--- config.mk ---
export PLATFORM = sky130hd
export DESIGN_NAME = irq_ctrl_flat
export DESIGN_NICKNAME = d
export VERILOG_FILES = /design/src/rtl/irq_ctrl_if.sv /design/src/rtl/irq_ctrl.sv /design/src/flat_wrapper.sv
export SDC_FILE = /design/constraint.sdc
export NUM_CORES = 1
export LEC_CHECK = 0
export CORE_UTILIZATION = 50
export CTS_CLUSTER_DIAMETER = 120
export DETAILED_ROUTE_END_ITERATION = 10
export PLACE_DENSITY_LB_ADDON = 0.08
export SETUP_SLACK_MARGIN = 0.15
export SLEW_MARGIN = 5
export SYNTH_ARGS = -nofsm -noshare
export SYNTH_HDL_FRONTEND = slang
export SYNTH_SLANG_ARGS = --single-unit
export TNS_END_PERCENT = 20
--- constraint.sdc ---
create_clock -name clk_i -period 1.9 [get_ports clk_i]
set_input_delay 0.285 -clock clk_i [delete_from_list [all_inputs] [get_ports clk_i]]
set_output_delay 0.285 -clock clk_i [all_outputs]
set_load 0.02 [all_outputs]
--- src/rtl/irq_ctrl_if.sv ---
// Bus between the interrupt controller and its environment: raw request lines, mask port and core handshake.
// The ack_cnt/lost statistics signals exist only when IRQ_STAT_EN is defined.
interface irq_ctrl_if #(
  parameter int NUM_SRC = 4,
  parameter int ID_W    = 2
);
  logic [NUM_SRC-1:0] irq_in;
  logic               mask_we;
  logic [NUM_SRC-1:0] mask_din;
  logic               int_ack;
  logic               int_done;
  logic               int_req;
  logic [ID_W-1:0]    int_id;
  logic               busy;
  logic [NUM_SRC-1:0] pending;
  logic [NUM_SRC-1:0] mask;
`ifdef IRQ_STAT_EN
  logic [15:0]        ack_cnt;
  logic [NUM_SRC-1:0] lost;

  modport master (
    output irq_in, mask_we, mask_din, int_ack, int_done,
    input  int_req, int_id, busy, pending, mask, ack_cnt, lost
  );
  modport slave (
    input  irq_in, mask_we, mask_din, int_ack, int_done,
    output int_req, int_id, busy, pending, mask, ack_cnt, lost
  );
`else
  modport master (
    output irq_in, mask_we, mask_din, int_ack, int_done,
    input  int_req, int_id, busy, pending, mask
  );
  modport slave (
    input  irq_in, mask_we, mask_din, int_ack, int_done,
    output int_req, int_id, busy, pending, mask
  );
`endif
endinterface

--- src/rtl/irq_ctrl.sv ---
// Prioritised interrupt controller: synchronises NUM_SRC request lines and runs the core accept/return handshake.
// Define IRQ_STAT_EN to add the ack_cnt and lost statistics outputs.
module irq_ctrl #(
  parameter int NUM_SRC = 4,
  parameter int ID_W    = 2,
  parameter int EDGE    = 1
) (
  input  logic      clk_i,
  input  logic      rst_ni,
  irq_ctrl_if.slave irq_bus
);

  typedef enum logic [1:0] {
    IDLE,
    REQ,
    SERVICE
  } state_e;

  state_e             state_q;
  logic               intReq_q;
  logic [ID_W-1:0]    intId_q;
  logic               busy_q;
  logic [NUM_SRC-1:0] sync1_q;
  logic [NUM_SRC-1:0] sync2_q;
  logic [NUM_SRC-1:0] sync3_q;
  logic [NUM_SRC-1:0] pending_q;
  logic [NUM_SRC-1:0] pending_d;
  logic [NUM_SRC-1:0] mask_q;
  logic [NUM_SRC-1:0] effReq;
  logic [NUM_SRC-1:0] riseDet;
  logic [NUM_SRC-1:0] ackClr;
  logic [ID_W-1:0]    lowestId;
  logic               ackTaken;

  assign riseDet  = sync2_q & ~sync3_q;
  assign effReq   = pending_q & ~mask_q;
  assign ackTaken = (state_q == REQ) && irq_bus.int_ack;

  always_ff @(posedge clk_i or negedge rst_ni) begin
    if (!rst_ni) begin
      sync1_q <= '0;
      sync2_q <= '0;
      sync3_q <= '0;
    end else begin
      sync1_q <= irq_bus.irq_in;
      sync2_q <= sync1_q;
      sync3_q <= sync2_q;
    end
  end

  always_comb begin
    ackClr = '0;
    if (ackTaken) ackClr[intId_q] = 1'b1;
  end

  // A new edge on the bit being acknowledged re-arms it rather than being swallowed.
  always_comb begin
    if (EDGE != 0) pending_d = (pending_q & ~ackClr) | riseDet;
    else           pending_d = sync2_q;
  end

  always_comb begin
    lowestId = '0;
    for (int i = NUM_SRC - 1; i >= 0; i--) begin
      if (effReq[i]) lowestId = ID_W'(i);
    end
  end

  always_ff @(posedge clk_i or negedge rst_ni) begin
    if (!rst_ni) begin
      pending_q <= '0;
      mask_q    <= '0;
    end else begin
      pending_q <= pending_d;
      if (irq_bus.mask_we) mask_q <= irq_bus.mask_din;
    end
  end

  // int_id is frozen once offered; only a withdraw or an ack releases it.
  always_ff @(posedge clk_i or negedge rst_ni) begin
    if (!rst_ni) begin
      state_q  <= IDLE;
      intReq_q <= 1'b0;
      intId_q  <= '0;
      busy_q   <= 1'b0;
    end else begin
      unique case (state_q)
        IDLE: begin
          if (effReq != '0) begin
            state_q  <= REQ;
            intReq_q <= 1'b1;
            intId_q  <= lowestId;
          end
        end
        REQ: begin
          if (irq_bus.int_ack) begin
            state_q  <= SERVICE;
            intReq_q <= 1'b0;
            busy_q   <= 1'b1;
          end else if (!effReq[intId_q]) begin
            state_q  <= IDLE;
            intReq_q <= 1'b0;
          end
        end
        SERVICE: begin
          if (irq_bus.int_done) begin
            state_q <= IDLE;
            busy_q  <= 1'b0;
          end
        end
        default: begin
          state_q  <= IDLE;
          intReq_q <= 1'b0;
          busy_q   <= 1'b0;
        end
      endcase
    end
  end

  assign irq_bus.int_req = intReq_q;
  assign irq_bus.int_id  = intId_q;
  assign irq_bus.busy    = busy_q;
  assign irq_bus.pending = pending_q;
  assign irq_bus.mask    = mask_q;

`ifdef IRQ_STAT_EN
  logic [15:0]        ackCnt_q;
  logic [NUM_SRC-1:0] lost_q;

  always_ff @(posedge clk_i or negedge rst_ni) begin
    if (!rst_ni) begin
      ackCnt_q <= '0;
      lost_q   <= '0;
    end else begin
      if (ackTaken && (ackCnt_q != 16'hFFFF)) ackCnt_q <= ackCnt_q + 16'd1;
      if (EDGE != 0) lost_q <= lost_q | (riseDet & pending_q & ~ackClr);
    end
  end

  assign irq_bus.ack_cnt = ackCnt_q;
  assign irq_bus.lost    = lost_q;
`endif

endmodule

--- src/flat_wrapper.sv ---
// flat-port wrapper written by rule: the top's interface ports become plain ports
module irq_ctrl_flat 
#(
  parameter int NUM_SRC = 4,
  parameter int ID_W    = 2,
  parameter int EDGE    = 1
)
  (clk_i, rst_ni, irq_bus_irq_in, irq_bus_mask_we, irq_bus_mask_din, irq_bus_int_ack, irq_bus_int_done, irq_bus_int_req, irq_bus_int_id, irq_bus_busy, irq_bus_pending, irq_bus_mask);
  irq_ctrl_if #(.NUM_SRC(NUM_SRC), .ID_W(ID_W)) irq_bus_i ();
  input  logic clk_i;
  input  logic rst_ni;
  input wire logic [$bits(irq_bus_i.irq_in)-1:0] irq_bus_irq_in;
  input wire logic [$bits(irq_bus_i.mask_we)-1:0] irq_bus_mask_we;
  input wire logic [$bits(irq_bus_i.mask_din)-1:0] irq_bus_mask_din;
  input wire logic [$bits(irq_bus_i.int_ack)-1:0] irq_bus_int_ack;
  input wire logic [$bits(irq_bus_i.int_done)-1:0] irq_bus_int_done;
  output wire logic [$bits(irq_bus_i.int_req)-1:0] irq_bus_int_req;
  output wire logic [$bits(irq_bus_i.int_id)-1:0] irq_bus_int_id;
  output wire logic [$bits(irq_bus_i.busy)-1:0] irq_bus_busy;
  output wire logic [$bits(irq_bus_i.pending)-1:0] irq_bus_pending;
  output wire logic [$bits(irq_bus_i.mask)-1:0] irq_bus_mask;
  assign irq_bus_i.irq_in = irq_bus_irq_in;
  assign irq_bus_i.mask_we = irq_bus_mask_we;
  assign irq_bus_i.mask_din = irq_bus_mask_din;
  assign irq_bus_i.int_ack = irq_bus_int_ack;
  assign irq_bus_i.int_done = irq_bus_int_done;
  assign irq_bus_int_req = irq_bus_i.int_req;
  assign irq_bus_int_id = irq_bus_i.int_id;
  assign irq_bus_busy = irq_bus_i.busy;
  assign irq_bus_pending = irq_bus_i.pending;
  assign irq_bus_mask = irq_bus_i.mask;
  irq_ctrl #(.NUM_SRC(NUM_SRC), .ID_W(ID_W), .EDGE(EDGE)) u_core (.clk_i(clk_i), .rst_ni(rst_ni), .irq_bus(irq_bus_i));
endmodule
==> impl_metrics.json <==
{
  "grtUsageTotal_pct": 18.2,
  "finalCritPeriodShare_pct": 87.6,
  "syn-num-nets": 84,
  "setup_ws_ns": 0.235,
  "yosys.cell_types.count": 19,
  "final_cell_mix": "25 x dfrtp_1, 23 x clkdlybuf4s50_1, 6 x o21ai_1",
  "placed_area_sq_um": 1240,
  "fin_tns_setup_ns": 0,
  "p_leak_nw": 0.576,
  "hp-class": "in -> async",
  "timing.critical_path.from": "u_core.irq_bus.int_id[1]",
  "first_global_vias": 583,
  "preCtsSetupSlack_ns": 0.436,
  "rows": 15,
  "cts_tree": "built",
  "fin_crit_ns": 1.66,
  "worstPathRequired_ns": 1.62,
  "crit_path_cell_trace": "clkdlybuf4s50_1",
  "syn-instance-count": 71,
  "cts_sinks": 26,
  "setup_violations": 0,
  "drt_wl_total_microns": 1570,
  "hold_viol": 0,
  "vias": 625,
  "fillCellCount": 142,
  "timing.rr.start": "u_core.irq_bus.pending[1]",
  "drt-pass1-iter-count": 4,
  "final_core_util_pct": 71.8,
  "final_common_cell": "dfrtp_1",
  "core_sq_um": 1760,
  "stdcell_area_sq_um": 1270,
  "cts_buffer_depth": 2,
  "htree_levels": 1,
  "gr-total-overflow": 0,
  "post_cts_buffers": 0,
  "dp_hpwl_microns": 1180,
  "synth-seq-cells": 26,
  "dieArea_sq_um": 2100,
  "fmax_mhz": 601,
  "rsz0062_at_grt": "no",
  "io_buffers": 24,
  "max-slew-margin-rel_pct": 79.1,
  "drv_slew": 0,
  "drtIter0Drc": 10,
  "routed_via_density": 5.04,
  "critPathMaxFanout": 7,
  "powerDensity_nw_per_um2": 1290,
  "route.detailed.drc": 0,
  "cp.depth": 1,
  "crit_buf_inv": 1,
  "outcome": "finished, final reports clean",
  "clockRootBuffer": "clkbuf_4",
  "antenna_found_initial": 0,
  "finClkSkew_ns": 0.00288,
  "syn_to_final_growth_pct": 31.8,
  "worstSetupEndpointType": "primary output",
  "fp.dieH_microns": 45.8,
  "synth.avg_cell_area_sq_um": 13.5,
  "critical_path_class": "reg -> out",
  "diodes": 0,
  "setup.worst_path.start_class": "flop",
  "io_pins": 25,
  "cts.clk_slew.worst_paths_ns": 0.12,
  "synth_area_sq_um": 961,
  "endpoint": "irq_bus_int_id[1]",
  "ir_worst_vdd_mv": 0.739,
  "ant_nets": 0,
  "seq_area_frac_synth_pct": 67.7,
  "insertion_delay_ns": 0.30,
  "cap_violations": 0,
  "cts_hold_buf": 0,
  "total_power_mw": 1.63,
  "r2r-end": "u_core.irq_bus.int_id[0]",
  "ys_warn_count": 0,
  "avgRoutedWirePerCell_microns": 12.6,
  "worst_pin_slew_ns": 0.314,
  "rr_worst_depth": 4,
  "nets": 114,
  "gp_congestion": 0.821,
  "numCtsBuffers": 3,
  "cp_top_family": "buffers and inverters",
  "slowest_delay_ns": 0.62,
  "die_w_microns": 45.8,
  "start_util_pct": 54.5,
  "drive_gt1_share_pct": 10.1,
  "regToRegSetupSlack_ns": 0.43,
  "cp_slowest_cell": "clkdlybuf4s50_1",
  "cp.arrival_ns": 1.38,
  "grt_max_degree": 27,
  "grt_pass1_wl_microns": 2640
}
==> state kept, by name, indices dropped and copies added (netlist names) <==
name                    flops
u_core.state_q              2
u_core.irq_bus.pending      4
u_core.irq_bus.int_req      1
u_core.sync1_q              4
u_core.irq_bus.mask         4
u_core.sync3_q              4
u_core.irq_bus.int_id       2
u_core.sync2_q              4
u_core.irq_bus.busy         1
==> cell families (layout without fill, tap and decap cells) <==
logic type / count (synthesis) / after routing / share of synthesized area, %
buf+inv: 5 / 33 / 1.95
simple gates: 19 / 19 / 12.2
mux: 6 / 6 / 8.20
compound gates: 15 / 15 / 9.90
flops: 26 / 26 / 67.7
==> area by class of cell <==
type                    count  area [sq um]  area share (%)
clock buffers               3          22.5            1.78
inverters                   5          18.8            1.48
multi-input cells          40           292            23.0
flip-flops and latches     26           652            51.5
well taps                  25          31.3            2.47
repair buffers             25           250            19.8
==> cell usage after synthesis <==
cell | n | area (sq um)
inv_1 | 5 | 18.8
mux2_1 | 5 | 56.3
nor2b_1 | 2 | 12.5
nand2b_1 | 3 | 18.8
o21ai_1 | 6 | 30.0
a21boi_2 | 1 | 11.3
dfrtp_1 | 26 | 651
a21oi_1 | 4 | 20.0
nand2_1 | 3 | 11.3
or2_1 | 1 | 6.26
nor2_1 | 4 | 15.0
a21o_1 | 1 | 7.51
nand3b_1 | 1 | 7.51
mux4_2 | 1 | 22.5
o21ai_2 | 1 | 8.76
and3b_1 | 1 | 8.76
a22o_1 | 2 | 17.5
nand3_1 | 2 | 10.0
nor2b_4 | 2 | 27.5
==> timing repair <==
| item | CTS | global route |
|---|---|---|
| resized for setup | 1 | 1 |
| setup endpoints to repair | 1 | 1 |
| pin swaps | 0 | 0 |
==> layer usage <==
| metal | global-route usage [%] | vias to the layer above | part of all wire [%] |
|---|---|---|---|
| li1 | - | 298 | - |
| met2 | 27.6 | 28 | 47 |
| met1 | 25.7 | 297 | 46 |
| met4 | 7.06 | 0 | 0.77 |
| met3 | 3.57 | 2 | 5.6 |
| met5 | 0 | - | 0 |
==> metrics by stage <==
| stage | hold WS, ns | cells |
|---|---|---|
| finish | 0.329 | 124 |
| CTS | 0.334 | 124 |
| floorplan | -0.0106 | 71 |
| global placement | 0.332 | 121 |
| global route | 0.336 | 124 |
| detailed placement | 0.343 | 121 |
==> power breakdown <==
part	total, mW	internal, mW	leakage [nW]	switching (mW)
logic	0.611	0.326	0.268	0.285
registers	0.801	0.672	0.295	0.129
clock network	0.215	0.0740	0.0138	0.141
total	1.63	1.07	0.576	0.555
==> how the worst min path moves through the flow <==
stage	startpoint	cells after the start	to	slack [ns]
finish	rst_ni	2	u_core.irq_bus.busy	0.33
global route	rst_ni	2	u_core.irq_bus.busy	0.34
CTS	rst_ni	2	u_core.irq_bus.pending[1]	0.33
detailed placement	u_core.sync1_q[3]	0	u_core.sync2_q[3]	0.34
global placement	u_core.sync1_q[3]	0	u_core.sync2_q[3]	0.33
floorplan	rst_ni	0	u_core.irq_bus.busy	-0.01
No activity file was read; power rests on OpenSTA's default activity.
